[config.mk]
export PLATFORM = sky130hd
export DESIGN_NAME = gate_vector_seq_flat
export DESIGN_NICKNAME = d
export VERILOG_FILES = /design/src/rtl/gate_seq_pkg.sv /design/src/rtl/gate_vector_seq_if.sv /design/src/rtl/gate_seq_hold_cnt.sv /design/src/rtl/gate_vector_seq.sv /design/src/flat_wrapper.sv
export SDC_FILE = /design/constraint.sdc
export NUM_CORES = 1
export LEC_CHECK = 0
export ABC_AREA = 0
export BUFFER_PORTS_ARGS = -buffer_cell sky130_fd_sc_hd__buf_2
export CAP_MARGIN = 30
export CORE_MARGIN = 4
export CORE_UTILIZATION = 51
export CTS_CLUSTER_SIZE = 16
export DETAILED_ROUTE_END_ITERATION = 10
export PLACE_DENSITY_LB_ADDON = 0.3
export SYNTH_ARGS = -nofsm -noshare
export SYNTH_HDL_FRONTEND = slang
export SYNTH_SLANG_ARGS = --single-unit
[constraint.sdc]
create_clock -name clk -period 1.5 [get_ports clk]
set_input_delay 0.15 -clock clk [delete_from_list [all_inputs] [get_ports clk]]
set_output_delay 0.15 -clock clk [all_outputs]
set_load 0.01 [all_outputs]
[src/rtl/gate_seq_pkg.sv]
// Shared types and constants for the gate vector sequencer: FSM states, common
// 2-input truth tables and the vector-count helper.
package gate_seq_pkg;

    typedef enum logic [1:0] {
        IDLE = 2'd0,
        RUN  = 2'd1,
        DONE = 2'd2
    } state_t;

    // Bit i is the expected gate output when the input vector equals i.
    localparam logic [3:0] AND2_TT  = 4'b1000;
    localparam logic [3:0] OR2_TT   = 4'b1110;
    localparam logic [3:0] XOR2_TT  = 4'b0110;
    localparam logic [3:0] NAND2_TT = 4'b0111;

    function automatic int NVEC(input int n);
        return 1 << n;
    endfunction

endpackage

[src/rtl/gate_vector_seq_if.sv]
// Bundle between the sequencer and the gate under test: stimulus vector out,
// gate response in, plus the sweep status seen by the controlling logic.
interface gate_vector_seq_if #(
    parameter int N_IN = 2
);
    logic            start;
    logic [N_IN-1:0] vec;
    logic            y_in;
    logic            busy;
    logic            done;
    logic            pass;
    logic [N_IN:0]   err_count;
    logic [N_IN-1:0] first_err;

    modport master (
        input  start, y_in,
        output vec, busy, done, pass, err_count, first_err
    );

    modport slave (
        output start, y_in,
        input  vec, busy, done, pass, err_count, first_err
    );
endinterface

[src/rtl/gate_seq_hold_cnt.sv]
// Modulo-HOLD_CYCLES counter; 'last' is high while the count sits on its final
// value, so an enabled edge with 'last' set wraps the count back to zero.
module gate_seq_hold_cnt #(
    parameter int HOLD_CYCLES = 10
) (
    input  logic clk,
    input  logic rst,
    input  logic clr,
    input  logic en,
    output logic last
);
    localparam int             CW      = (HOLD_CYCLES > 1) ? $clog2(HOLD_CYCLES) : 1;
    localparam logic [CW-1:0]  CNT_MAX = CW'(HOLD_CYCLES - 1);

    logic [CW-1:0] r_cnt;

    always_ff @(posedge clk) begin
        if (rst || clr) begin
            r_cnt <= '0;
        end else if (en) begin
            r_cnt <= last ? '0 : r_cnt + 1'b1;
        end
    end

    assign last = (r_cnt == CNT_MAX);
endmodule

[src/rtl/gate_vector_seq.sv]
// On-chip gate self-test: sweeps all 2**N_IN vectors, each held HOLD_CYCLES clocks,
// and checks y_in against EXPECT_TT. GATE_SEQ_HALT_ON_ERR_EN stops on the first mismatch.
module gate_vector_seq
    import gate_seq_pkg::*;
#(
    parameter int                      N_IN        = 2,
    parameter int                      HOLD_CYCLES = 10,
    parameter logic [NVEC(N_IN)-1:0]   EXPECT_TT   = AND2_TT
) (
    input  logic               clk,
    input  logic               rst,
    gate_vector_seq_if.master  bus
);
    localparam int              NV       = NVEC(N_IN);
    localparam logic [N_IN-1:0] LAST_VEC = N_IN'(NV - 1);
    localparam logic [N_IN:0]   ERR_SAT  = (N_IN + 1)'(NV);

    state_t          r_state, w_state_nxt;
    logic [N_IN-1:0] r_vec, w_vec_nxt;
    logic [N_IN-1:0] r_first_err, w_first_err_nxt;
    logic [N_IN:0]   r_err, w_err_nxt;
    logic            w_last, w_clr, w_en, w_mis;

    assign w_en  = (r_state == RUN);
    assign w_mis = (bus.y_in != EXPECT_TT[r_vec]);

    gate_seq_hold_cnt #(.HOLD_CYCLES(HOLD_CYCLES)) u_hold_cnt (
        .clk  (clk),
        .rst  (rst),
        .clr  (w_clr),
        .en   (w_en),
        .last (w_last)
    );

    always_ff @(posedge clk) begin
        if (rst) begin
            r_state     <= IDLE;
            r_vec       <= '0;
            r_err       <= '0;
            r_first_err <= '0;
        end else begin
            r_state     <= w_state_nxt;
            r_vec       <= w_vec_nxt;
            r_err       <= w_err_nxt;
            r_first_err <= w_first_err_nxt;
        end
    end

    always_comb begin
        w_state_nxt     = r_state;
        w_vec_nxt       = r_vec;
        w_err_nxt       = r_err;
        w_first_err_nxt = r_first_err;
        w_clr           = 1'b0;
        case (r_state)
            IDLE, DONE: begin
                if (bus.start) begin
                    w_state_nxt     = RUN;
                    w_vec_nxt       = '0;
                    w_err_nxt       = '0;
                    w_first_err_nxt = '0;
                    w_clr           = 1'b1;
                end
            end
            RUN: begin
                if (w_last) begin
                    if (w_mis) begin
                        w_err_nxt = (r_err == ERR_SAT) ? r_err : r_err + 1'b1;
                        if (r_err == '0) begin
                            w_first_err_nxt = r_vec;
                        end
                    end
`ifdef GATE_SEQ_HALT_ON_ERR_EN
                    if (w_mis || (r_vec == LAST_VEC)) begin
`else
                    if (r_vec == LAST_VEC) begin
`endif
                        w_state_nxt = DONE;
                    end else begin
                        w_vec_nxt = r_vec + 1'b1;
                    end
                end
            end
            default: w_state_nxt = IDLE;
        endcase
    end

    // Status flags decode straight from the state so busy/done can never overlap.
    assign bus.vec       = r_vec;
    assign bus.busy      = (r_state == RUN);
    assign bus.done      = (r_state == DONE);
    assign bus.pass      = (r_state == DONE) && (r_err == '0);
    assign bus.err_count = r_err;
    assign bus.first_err = r_first_err;
endmodule
[src/flat_wrapper.sv]
// flat-port wrapper written by rule: the top's interface ports become plain ports
module gate_vector_seq_flat import gate_seq_pkg::*;
#(
    parameter int                      N_IN        = 2,
    parameter int                      HOLD_CYCLES = 10,
    parameter logic [NVEC(N_IN)-1:0]   EXPECT_TT   = AND2_TT
)
  (clk, rst, bus_start, bus_y_in, bus_vec, bus_busy, bus_done, bus_pass, bus_err_count, bus_first_err);
  gate_vector_seq_if #(.N_IN(N_IN)) bus_i ();
  input  logic clk;
  input  logic rst;
  input wire logic [$bits(bus_i.start)-1:0] bus_start;
  input wire logic [$bits(bus_i.y_in)-1:0] bus_y_in;
  output wire logic [$bits(bus_i.vec)-1:0] bus_vec;
  output wire logic [$bits(bus_i.busy)-1:0] bus_busy;
  output wire logic [$bits(bus_i.done)-1:0] bus_done;
  output wire logic [$bits(bus_i.pass)-1:0] bus_pass;
  output wire logic [$bits(bus_i.err_count)-1:0] bus_err_count;
  output wire logic [$bits(bus_i.first_err)-1:0] bus_first_err;
  assign bus_i.start = bus_start;
  assign bus_i.y_in = bus_y_in;
  assign bus_vec = bus_i.vec;
  assign bus_busy = bus_i.busy;
  assign bus_done = bus_i.done;
  assign bus_pass = bus_i.pass;
  assign bus_err_count = bus_i.err_count;
  assign bus_first_err = bus_i.first_err;
  gate_vector_seq #(.N_IN(N_IN), .HOLD_CYCLES(HOLD_CYCLES), .EXPECT_TT(EXPECT_TT)) u_core (.clk(clk), .rst(rst), .bus(bus_i));
endmodule
==> results.ini <==
[outcome]
outcome = finished clean

[power_and_ir_drop]
peakVddDrop_uv = 624.6
leakagePower_nw = 0.3464
powerDensity_nw_per_um2 = 772.6

[timing]
hold_viol = 0
max_slew_margin_pct = 73.73
fin_ws_ns = 0.09501
rsz0062_at_grt = false
period_share_pct = 93.67
setup_viol = 0
fmax_mhz = 711.8
worst_pin_slew_ns = 0.3905
min_period_ns = 1.405
finalMaxSlewViolations = 0
whs_ns = 0.1680
tns_ns = 0
fin_skew_ns = 0.005602

[global_route]
grt_pass1_wl_mm = 2.539
grt_max_degree = 11
grt_pass1_vias = 587
met2_usage_pct = 27.51
grt_usage_pct = 16.76
grt_antenna_before_repair = 0
grt.met3_usage_pct = 2.390
grtUsageMet1_pct = 21.90
grt.busiest_layer = met2
overflow = 0

[cells_and_area]
diodes = 0
final_nets = 103
layout-drive-gt1-share_pct = 29.47
syn_to_final_growth_pct = 21.38

[synth]
synth_cell_type_count = 37
synth_xor_area_share_pct = 3.804
synthArstFlopShare_pct = 0
synth_ff_type = dfxtp_1
ys_ff_latch = 13
synth_warnings = 0
netlist_top_cells_area = dfxtp_1 38%, ha_1 5.4%, nor2_1 4.9%
synth.top_cell.area_share_pct = 37.68
synthAdderAreaFrac_pct = 5.435
synth.yosys.seq_area_share_pct = 37.68
synth_top_cell_by_area = dfxtp_1
synth_top_family_by_area = simple AND/OR/NAND/NOR gates
synthTopCellsByCount = 13 x dfxtp_1, 9 x nor2_1, 5 x a21oi_1, 5 x inv_1
syn_inst = 78
synth_area_per_cell_um2 = 8.855
yosysMostFrequentCell = dfxtp_1
synth_edf_count = 0
synth_mux_area_share_pct = 1.449
yosys.area_share.simple_pct = 25.91
syn_nets = 85
netlist_area_um2 = 690.7
synth_compound_gate_area_share_pct = 21.56

[route]
drc = 0
via_per_inst = 5.709
vias = 628
wl_per_cell_um = 13.25
dr.pass1.iters = 4
drt-total-wl_mm = 1.457
drt_iter0_drc = 9
detail-route-antenna-nets = 0

[floorplanning]
dieArea_um2 = 2007
die_w_um = 44.80
io_pins = 14
start_util_pct = 53.75
core_um2 = 1285
die_h_um = 44.80
rows = 13

[clock_network]
clk_pin_slew_ns = 0.08
ctsHoldBuffers = 0
cts_root_buf = clkbuf_4
htree_levels = 1
clock_tree.buffer_depth = 2
cts.sinks = 13
clkLatencyLatePin_ns = 0.26
cts_buffers = 3
post_cts.repair.setup_buffers = 0
cts_tree = yes

[placement]
routabilityCongestion = 0.8244
dp_hpwl_mm = 1.110
io_buffers = 13
dpl_worst_slack_ns = 0.01626

[critical_path]
cp_slowest_cell = dfxtp_1
endpoint_kind = output port
cp_top_family = flip-flops
arrival_ns = 1.25
path_max_fanout = 3
crit_buf_inv = 2
path_cells = inv_1, ha_2, nand2b_4, nor3b_2, buf_2
critPathKind = reg2out
critPathLaunchType = register
slowest_delay_ns = 0.33
required_ns = 1.35

[min_path]
hold_path.class = in2reg

[flow_run]
cap_violations = 0

layout make-up:
cell class                      instances  area, µm²
Inverter                                6      25.02
Tap cell                               15      18.77
Fill cell                             108      446.7
Sequential cell                        13      261.5
Clock buffer                            4      26.28
Multi-Input combinational cell         58      434.2
Timing Repair Buffer                   14      72.57
what timing repair did:
item	in CTS	in global routing
gates resized for setup	1	6
setup endpoints to repair	1	7
pin swaps	0	0
hold endpoints to repair	0	0
power breakdown:
group          internal (mW)  switching, mW  total (mW)
sequential             0.351         0.0134       0.365
clock                  0.103          0.106       0.209
combinational         0.0305         0.0433      0.0738
total                  0.485          0.163       0.648
state kept, by name, summed over array words and instances (netlist names):
signal / count
u_core.u_hold_cnt.r_cnt: 4
u_core.bus.first_err: 2
u_core.r_state: 2
u_core.bus.err_count: 3
u_core.bus.vec: 2
kinds of logic (layout without fill, tap and decap cells):
logic type,after synthesis,count (layout)
compound gates,22,22
xor+xnor,3,3
fa+ha+maj,3,3
buf+inv,7,24
flops,13,13
mux,1,1
simple gates,29,29
metal layers:
layer | wire length [µm] | part of all wire (%)
met5 | 0 | 0
met4 | 13 | 0.89
met2 | 731 | 50
met3 | 77 | 5.3
met1 | 635 | 44
through the flow:
stage	util, %	total power [mW]	area [µm²]	instances
2_1_floorplan	-	0.4229	690.7	78
3_3_place_gp	60.56	0.4401	778.2	106
3_5_place_dp	60.56	0.4426	778.2	106
4_1_cts	63.19	0.6567	812.0	110
5_1_grt	65.24	0.6913	838.3	110
6_report	65.24	0.6477	838.3	110
worst paths after layout:
check,from,to,slack [ns],cells past startpoint
max,u_core.bus.err_count[1],bus_pass,0.1,5
min,rst,u_core.r_state[0],0.17,2
max reg2reg,u_core.bus.err_count[1],u_core.bus.first_err[0],0.1,6
min reg2reg,u_core.bus.first_err[1],u_core.bus.first_err[1],0.49,1
cells in the final DEF, fill, tap and decap left out, drive strengths merged, types with 2 or more instances in the layout:
cell	synthesis	final
nand2	2	2
nor2b	2	2
inv	6	6
dfxtp	13	13
and2b	2	2
o22ai	2	2
nor2	9	9
clkbuf	1	4
o21ai	4	4
nor3	2	2
a21oi	5	5
nor3b	3	3
ha	3	3
nand2b	3	3
buf	0	14
a22o	2	2
xnor2	2	2
(Power assumes the default switching activity.)
